## config.mk

```make
export PLATFORM = sky130hd
export DESIGN_NAME = sb_cfg_ctrl
export DESIGN_NICKNAME = d
export VERILOG_FILES = /design/src/rtl/sb_cfg_pkg.sv /design/src/rtl/sb_cfg_checker.sv /design/src/rtl/sb_cfg_ctrl.sv
export SDC_FILE = /design/constraint.sdc
export NUM_CORES = 1
export LEC_CHECK = 0
export BUFFER_PORTS_ARGS = -buffer_cell sky130_fd_sc_hd__buf_2
export CAP_MARGIN = 20
export CORE_MARGIN = 10
export CORE_UTILIZATION = 55
export CTS_BUF_LIST = sky130_fd_sc_hd__clkbuf_8
export CTS_CLUSTER_SIZE = 10
export DETAILED_ROUTE_END_ITERATION = 10
export GPL_TIMING_DRIVEN = 1
export PLACE_DENSITY = 0.83
export REMOVE_ABC_BUFFERS = 1
export SLEW_MARGIN = 20
export SYNTH_ARGS = -nofsm -noshare
export SYNTH_HDL_FRONTEND = slang
export SYNTH_SLANG_ARGS = --single-unit
export TNS_END_PERCENT = 100
```

## constraint.sdc

```tcl
create_clock -name clk -period 4.4 [get_ports clk]
set_clock_uncertainty 0.1 [all_clocks]
set_input_delay 0.44 -clock clk [delete_from_list [all_inputs] [get_ports clk]]
set_output_delay 0.44 -clock clk [all_outputs]
set_load 0.03 [all_outputs]
```

## src/rtl/sb_cfg_pkg.sv

```systemverilog
// Shared types and constants for the switch-box configuration loader.
package sb_cfg_pkg;

    typedef enum logic [1:0] {
        IDLE   = 2'd0,
        SHIFT  = 2'd1,
        PARITY = 2'd2,
        CHECK  = 2'd3
    } state_t;

    localparam int SB_SEL_W = 16;
    localparam int FIELD_W  = 2;
    localparam logic [FIELD_W-1:0] SEL_RESERVED = 2'b11;

    // Number of select bits carried by one frame for a chain of num_sb boxes.
    function automatic int total_bits(input int num_sb);
        return num_sb * SB_SEL_W;
    endfunction

endpackage

```

## src/rtl/sb_cfg_checker.sv

```systemverilog
// Combinational frame checker: even parity over the select word plus its
// parity bit, and detection of any 2-bit field holding the reserved code.
module sb_cfg_checker
    import sb_cfg_pkg::*;
#(
    parameter int WIDTH = 64
) (
    input  logic [WIDTH-1:0] shadow,
    input  logic             par,
    output logic             parity_ok,
    output logic             reserved_hit
);

    // Evaluate both frame checks from the shadow word and the latched parity bit.
    always_comb begin
        parity_ok    = ~((^shadow) ^ par);
        reserved_hit = 1'b0;
        for (int i = 0; i < WIDTH / FIELD_W; i++) begin
            if (shadow[i*FIELD_W +: FIELD_W] == SEL_RESERVED) begin
                reserved_hit = 1'b1;
            end
        end
    end

endmodule

```

## src/rtl/sb_cfg_ctrl.sv

```systemverilog
// Serial configuration loader for a chain of switch boxes. Bits are shifted
// into a shadow register; only a frame passing parity and reserved-code
// checks is copied, in one edge, onto the active select bus.
module sb_cfg_ctrl
    import sb_cfg_pkg::*;
#(
    parameter int NUM_SB   = 4,
    parameter int SB_SEL_W = 16
) (
    input  logic                       clk,
    input  logic                       rst,
    input  logic                       cfg_start,
    input  logic                       cfg_abort,
    input  logic                       cfg_valid,
    input  logic                       cfg_bit,
    output logic                       cfg_ready,
    output logic [NUM_SB*SB_SEL_W-1:0] sel_out,
    output logic                       busy,
    output logic                       done,
    output logic                       err
);

    localparam int TOTAL = total_bits(NUM_SB);
    localparam int CW    = $clog2(TOTAL + 1);

    state_t           state;
    state_t           state_nxt;
    logic [CW-1:0]    cnt;
    logic [TOTAL-1:0] shadow;
    logic             par_q;
    logic [TOTAL-1:0] sel_q;
    logic             done_q;
    logic             err_q;
    logic             accept;
    logic             last_data;
    logic             parity_ok;
    logic             reserved_hit;

    assign accept    = cfg_valid && cfg_ready;
    assign last_data = (cnt == CW'(TOTAL - 1));

    sb_cfg_checker #(
        .WIDTH (TOTAL)
    ) u_checker (
        .shadow       (shadow),
        .par          (par_q),
        .parity_ok    (parity_ok),
        .reserved_hit (reserved_hit)
    );

    // State register; reset drops any frame in flight.
    always_ff @(posedge clk or posedge rst) begin
        if (rst) begin
            state <= IDLE;
        end else begin
            state <= state_nxt;
        end
    end

    // Next-state and ready decode; abort outranks start while a frame is open.
    always_comb begin
        state_nxt = state;
        cfg_ready = 1'b0;
        case (state)
            IDLE: begin
                if (cfg_start) begin
                    state_nxt = SHIFT;
                end
            end
            SHIFT: begin
                cfg_ready = 1'b1;
                if (cfg_abort) begin
                    state_nxt = IDLE;
                end else if (cfg_start) begin
                    state_nxt = SHIFT;
                end else if (accept && last_data) begin
                    state_nxt = PARITY;
                end
            end
            PARITY: begin
                cfg_ready = 1'b1;
                if (cfg_abort) begin
                    state_nxt = IDLE;
                end else if (cfg_start) begin
                    state_nxt = SHIFT;
                end else if (accept) begin
                    state_nxt = CHECK;
                end
            end
            CHECK: begin
                state_nxt = IDLE;
            end
            default: begin
                state_nxt = IDLE;
            end
        endcase
    end

    // Shadow shifting, parity capture, and the atomic commit out of CHECK.
    always_ff @(posedge clk or posedge rst) begin
        if (rst) begin
            cnt    <= '0;
            shadow <= '0;
            par_q  <= 1'b0;
            sel_q  <= '0;
            done_q <= 1'b0;
            err_q  <= 1'b0;
        end else begin
            done_q <= 1'b0;
            err_q  <= 1'b0;
            case (state)
                IDLE: begin
                    if (cfg_start) begin
                        cnt <= '0;
                    end
                end
                SHIFT: begin
                    if (!cfg_abort) begin
                        if (cfg_start) begin
                            cnt <= '0;
                        end else if (accept) begin
                            shadow <= {shadow[TOTAL-2:0], cfg_bit};
                            cnt    <= cnt + 1'b1;
                        end
                    end
                end
                PARITY: begin
                    if (!cfg_abort) begin
                        if (cfg_start) begin
                            cnt <= '0;
                        end else if (accept) begin
                            par_q <= cfg_bit;
                        end
                    end
                end
                CHECK: begin
                    if (parity_ok && !reserved_hit) begin
                        sel_q  <= shadow;
                        done_q <= 1'b1;
                    end else begin
                        err_q <= 1'b1;
                    end
                end
                default: begin
                    cnt <= '0;
                end
            endcase
        end
    end

    assign sel_out = sel_q;
    assign busy    = (state != IDLE);
    assign done    = done_q;
    assign err     = err_q;

endmodule
```

# Word level (Yosys, flattened, before mapping)
# Index checks and enable logic that the tools add are counted.
[totals]
register_bits = 140
in_bits = 6
out_inout_bits = 68
wordCells = 119
[classes]
addsub = 1
eq_ne = 42
n_mux = 51
bitwise = 4
reduce_logical = 14
[op_table]
columns = ["cell", "count"]
rows = [
  ["$eq A2 B2 Y1 const B", 34],
  ["$reduce_xor A64 Y1", 1],
  ["$mux W1", 37],
  ["$mux W7", 5],
  ["$pmux W7 S3", 1],
  ["$mux W2", 7],
  ["$reduce_and A4 Y1", 3],
  ["$ne A4 B4 Y1 const B", 2],
  ["$pmux W2 S4", 1],
  ["$add A7 B1 Y7 const B", 1],
  ["$eq A7 B6 Y1 const B", 1],
  ["$ne A2 B2 Y1 const B", 3],
  ["$logic_and A1 B1 Y1", 3],
  ["$ne A3 B3 Y1 const B", 1],
  ["$not A1 Y1", 3],
  ["$reduce_and A3 Y1", 1],
  ["$reduce_bool A3 Y1", 1],
  ["$eq A2 B1 Y1 const B", 1],
  ["$logic_not A2 Y1", 1],
  ["$reduce_and A2 Y1", 1],
  ["$reduce_bool A2 Y1", 1],
  ["$reduce_or A2 Y1", 1],
  ["$logic_not A1 Y1", 1],
  ["$xor A1 B1 Y1", 1],
]

# Depth between registers and ports, before layout
[logic_depth]
depth_word = 37
mapped_depth = 9
ltp_nobuf = 8

# Hierarchy
# From an unflattened synthesis, not the netlist that was laid out.
[hier_totals]
cells_unflattened = 554
area_unflattened_um2 = 6234.7
[by_module_without_submodules]
columns = ["mod", "n_inst", "cells_each", "area_per_inst_um2", "seq_area_each_um2"]
rows = [
  ["sb_cfg_ctrl", 1, 480, 5480.3, 3503.4],
  ["sb_cfg_checker", 1, 74, 754.5, 0.0],
]

# Worst setup path before layout
# Ideal clock, no wire load.
[synth_path]
kind = "reg-to-reg"
from = "register shadow[6]"
to = "register sel_q[10] (netlist: sel_out[10])"
setup_ns = 0.125
arrival_ns = 2.489
required_ns = 4.175
path_slack_ns = 1.685
path_stages_with_launch = 10
path_buffers = 2
period_less_slack_ns = 2.715
path_cell_list = "dfrtp_1 > ha_1 > xor2_1 > xnor2_1 > xnor2_1 > xnor3_1 > mux2_4 > buf_6 > buf_6 > mux2_4"
[synth_between]
elab_chain_cells = 33
elab_cells_between_ends = 36
classes_between = "eq/ne: 1; mux: 29; bitwise: 2; reduce/logical: 4"
[synth_lines]
columns = ["item", "line", "rtl"]
rows = [
  ["start, declared", "sb_cfg_ctrl.sv:29", "logic [TOTAL-1:0] shadow;"],
  ["start signal, assigned", "sb_cfg_ctrl.sv:122", "shadow <= {shadow[TOTAL-2:0], cfg_bit};"],
  ["$eq A2 B2 Y1", "sb_cfg_checker.sv:19", "if (shadow[i*FIELD_W +: FIELD_W] == SEL_RESERVED) begin"],
  ["$mux W1 (29 in series)", "sb_cfg_checker.sv:19", ""],
  ["$logic_not A1 Y1", "sb_cfg_ctrl.sv:137", "if (parity_ok && !reserved_hit) begin"],
  ["$logic_and A1 B1 Y1 (*)", "sb_cfg_ctrl.sv:137", ""],
  ["$reduce_and A2 Y1 (no line) (*)", "n/a", ""],
  ["end signal, assigned", "sb_cfg_ctrl.sv:138", "sel_q <= shadow;"],
  ["end, declared", "sb_cfg_ctrl.sv:31", "logic [TOTAL-1:0] sel_q;"],
]
# Every way passes the cells marked *; elsewhere a longest branch is shown, timed or not.
# A chain may end at the register's enable or synchronous reset.

# Worst setup path after layout
[layout_path]
from = "register shadow[34]"
to = "register sel_q[61] (netlist: sel_out[61])"
[layout_between]
elab_chain_cells = 19
elab_cells_between_ends = 22
classes_between = "eq/ne: 1; mux: 15; bitwise: 2; reduce/logical: 4"
[layout_lines]
columns = ["item", "line"]
rows = [
  ["$eq A2 B2 Y1", "sb_cfg_checker.sv:19"],
  ["$mux W1 (15 in series)", "sb_cfg_checker.sv:19"],
  ["$logic_not A1 Y1", "sb_cfg_ctrl.sv:137"],
  ["$logic_and A1 B1 Y1 (*)", "sb_cfg_ctrl.sv:137"],
  ["$reduce_and A2 Y1 (no line) (*)", "n/a"],
]
# Marked as above.

==> run metrics <==
status completed; row count 39; share of the synthesized area in the top cell type 0.5476; Internal 0.002311 W; max incr delay on CP 0.58 ns; dpl hpwl 8266 microns; drt pass-1 iters 4; Core ar. 11420 sq um; Area Growth Syn to Fin 15.12%; worst path cell trace ha_1 > xnor2_1 > xnor2_1 > xnor2_1 > xnor3_1 > mux2_4 > buf_12 > mux2_2; Die W 127.9 microns; slowest CP cell mux2_4; post-synth cell types 29; Non-Filler Instances 659; clk sinks 140; flops & latches, synth 140; Final Setup Violations 0; Slew Limit Fails 0; All-Layer GR Usage 0.1580; count leader, synth dfrtp_1; CTS tree yes; Post-Synth XOR/XNOR Area 0.04537; min cycle time layout 3.244 ns; Post-CTS Resized 0; Fillers 826; CP delay by family, top XOR/XNOR gates; die area 16350 sq um; Hold Vio Cnt, Final 0; Leakage 4.187 nW; Worst EP arrival 3.48 ns; Max Freq 0.3082 GHz; io pins 74; Post-synth EDFFs 0; CTS max path bufs 2; Pwr Density 428.6 nW/um^2; Routed WL 12270 microns; simple-gate share of the synthesized area 0.03227; Sw Pwr 0.0008451 W; Min-Delay Path Class in2async; clock latency on the worst-skew pair 0.44 ns; Max-cap violations 0; CTS Hold Bufs 0; Clock Root Buffer clkbuf_8; PortBufs 73; GRT overflow 0; Mapped Avg Cell Area 15.16 sq um; critical path type reg2reg; Crit path required time 4.63 ns; unrepaired setup endpoints after global routing false; multiplexer area fraction after synthesis 0.2633; worst IR drop on VDD 0.3260 mV; Final Util 0.6450; Flop pwr share 0.438; Final nets 547; Buf/Inv on CP 1; vias in the first global route 4013; main combinational cell family by area after synthesis multiplexers; Die H 127.9 microns; synthesized cell area 6397 sq um; Residual DRC 0; crit-path max FO 36; Compound-Gate Fraction of Synth Area 0.01741; largest cells by area after synthesis dfrtp_1 (55%), mux2_2 (14%), mux2_4 (12%), ha_1 (7.4%), xnor2_1 (3.1%); Critical Path End Type flop; Final GP Congestion 0.8123; Post-Place Cells 627; Comb pwr share 0.179; Synth Warn # 0; Slew @ Worst Pin 0.8467 ns; Startpoint Class flop; wire per inst 18.62 microns; Area after DPL 6887 sq um; ys async rst share 1.000; largest net degree at the start of global routing 96; fin crit share 0.7374; Reg clk slew, reported paths 0.08 ns; antenna viol nets, final 0; layout cells sized above 1 0.4671; global-route wire length before repair 20640 microns; drt initial violations 197; Slew HR 0.4355; most frequent cells after synthesis dfrtp_1 (140), mux2_2 (82), mux2_4 (50), ha_1 (38), xnor2_1 (23); Fin Hold WS 0.05283 ns; Worst path most repeated cell xnor2_1; via count 3654; post-synth top area cell dfrtp_1; Num CTS Buffers 17; starting density of the core 0.5603; vias per std cell 5.545; initial antenna violation count 0; # diodes 0; sw frac 0.2677; clock share of power 0.383; adder-cell area share of the yosys netlist 0.07432; register area share after synthesis 0.5476; Cells after Synth 422; design area 7365 sq um; buffers inserted by post-CTS timing repair 0; H-Tree Depth 4; Top FF cell, synth dfrtp_1
[final timing paths]
| path | from | endpoint | slack, ns | depth (start not counted) |
|---|---|---|---|---|
| max | shadow[34]$_DFFE_PP0P_ | sel_out[61]$_DFFE_PP0P_ | 1.16 | 8 |
| min | rst | sel_out[23]$_DFFE_PP0P_ | 0.05 | 2 |
| max reg2reg | shadow[34]$_DFFE_PP0P_ | sel_out[61]$_DFFE_PP0P_ | 1.16 | 8 |
| min reg2reg | sel_out[39]$_DFFE_PP0P_ | sel_out[39]$_DFFE_PP0P_ | 0.41 | 1 |
| max in group asynchronous | rst | sel_out[53]$_DFFE_PP0P_ | 3.05 | 3 |
| min in group clk | cfg_bit | shadow[0]$_DFFE_PP0P_ | 0.13 | 2 |
[power by group through the flow]
stage	clock [W]	combinational (W)	sequential (W)
2_1_floorplan	0	0.000428	0.00142
3_3_place_gp	0	0.000549	0.00140
3_5_place_dp	0	0.000565	0.00141
4_1_cts	0.00123	0.000570	0.00138
5_1_grt	0.00128	0.000618	0.00139
6_report	0.00121	0.000565	0.00138
[kinds of logic after synthesis]
family	after synthesis
DFF	140
muxes	133
and+or+nand+nor	41
adders and majority gates	38
xor gates and xnor gates	30
buffers and inverters	21
AOI/OAI and AO/OA	19
[routing by layer]
layer	vias to the layer above	track usage	share of wire
li1	1680	-	-
met1	1854	0.1890	0.44
met2	97	0.2526	0.48
met3	23	0.05707	0.052
met4	0	0.06623	0.024
met5	-	0	0
[placed cells by master, fill, tap and decap left out, types with 2 or more instances in the layout]
master     Yosys  final
a31oi_1        2      2
nand2b_1       2      2
xnor3_1        2      2
dfrtp_1      140    140
bufinv_16      0      5
and3_1         2      2
clkinv_2       0      2
mux2_4        50     50
o21ai_0       11     11
mux2_2        82     82
nand2_1        9      9
inv_1          7      7
nor3_1         3      2
xnor2_1       23     23
xor2_1         5      5
ha_1          38     38
buf_4          0      2
a21oi_1        2      2
clkbuf_8       0     21
buf_2          2     73
nand4_1        3      3
nor4_1         8      8
nor2_1        11     11
clkinv_4       0      2
[per-stage QoR]
stage               power, W  TNS (ns)  setup slack [ns]
finish              0.003156         0             1.156
global route        0.003293         0            0.9699
CTS                 0.003185         0             1.130
detailed placement  0.001973         0             1.126
global placement    0.001950         0             1.244
floorplan           0.001849   -119.46            -1.866
[cell type report]
class,instances,area [sq um],area share
clock buffers,21,289.0,0.03925
repair buffers,76,400.4,0.05437
multi-input cells,261,2773,0.3765
well taps,143,178.9,0.02430
inverters,7,31.28,0.004247
flip-flops and latches,140,3503,0.4757
clock inverters,11,188.9,0.02565
[registers in the layout, summed over array words and instances (netlist names)]
register  cells
done          1
par_q         1
cnt           7
err           1
state         2
sel_out      64
shadow       64
Power figures use the tool's default switching activity.
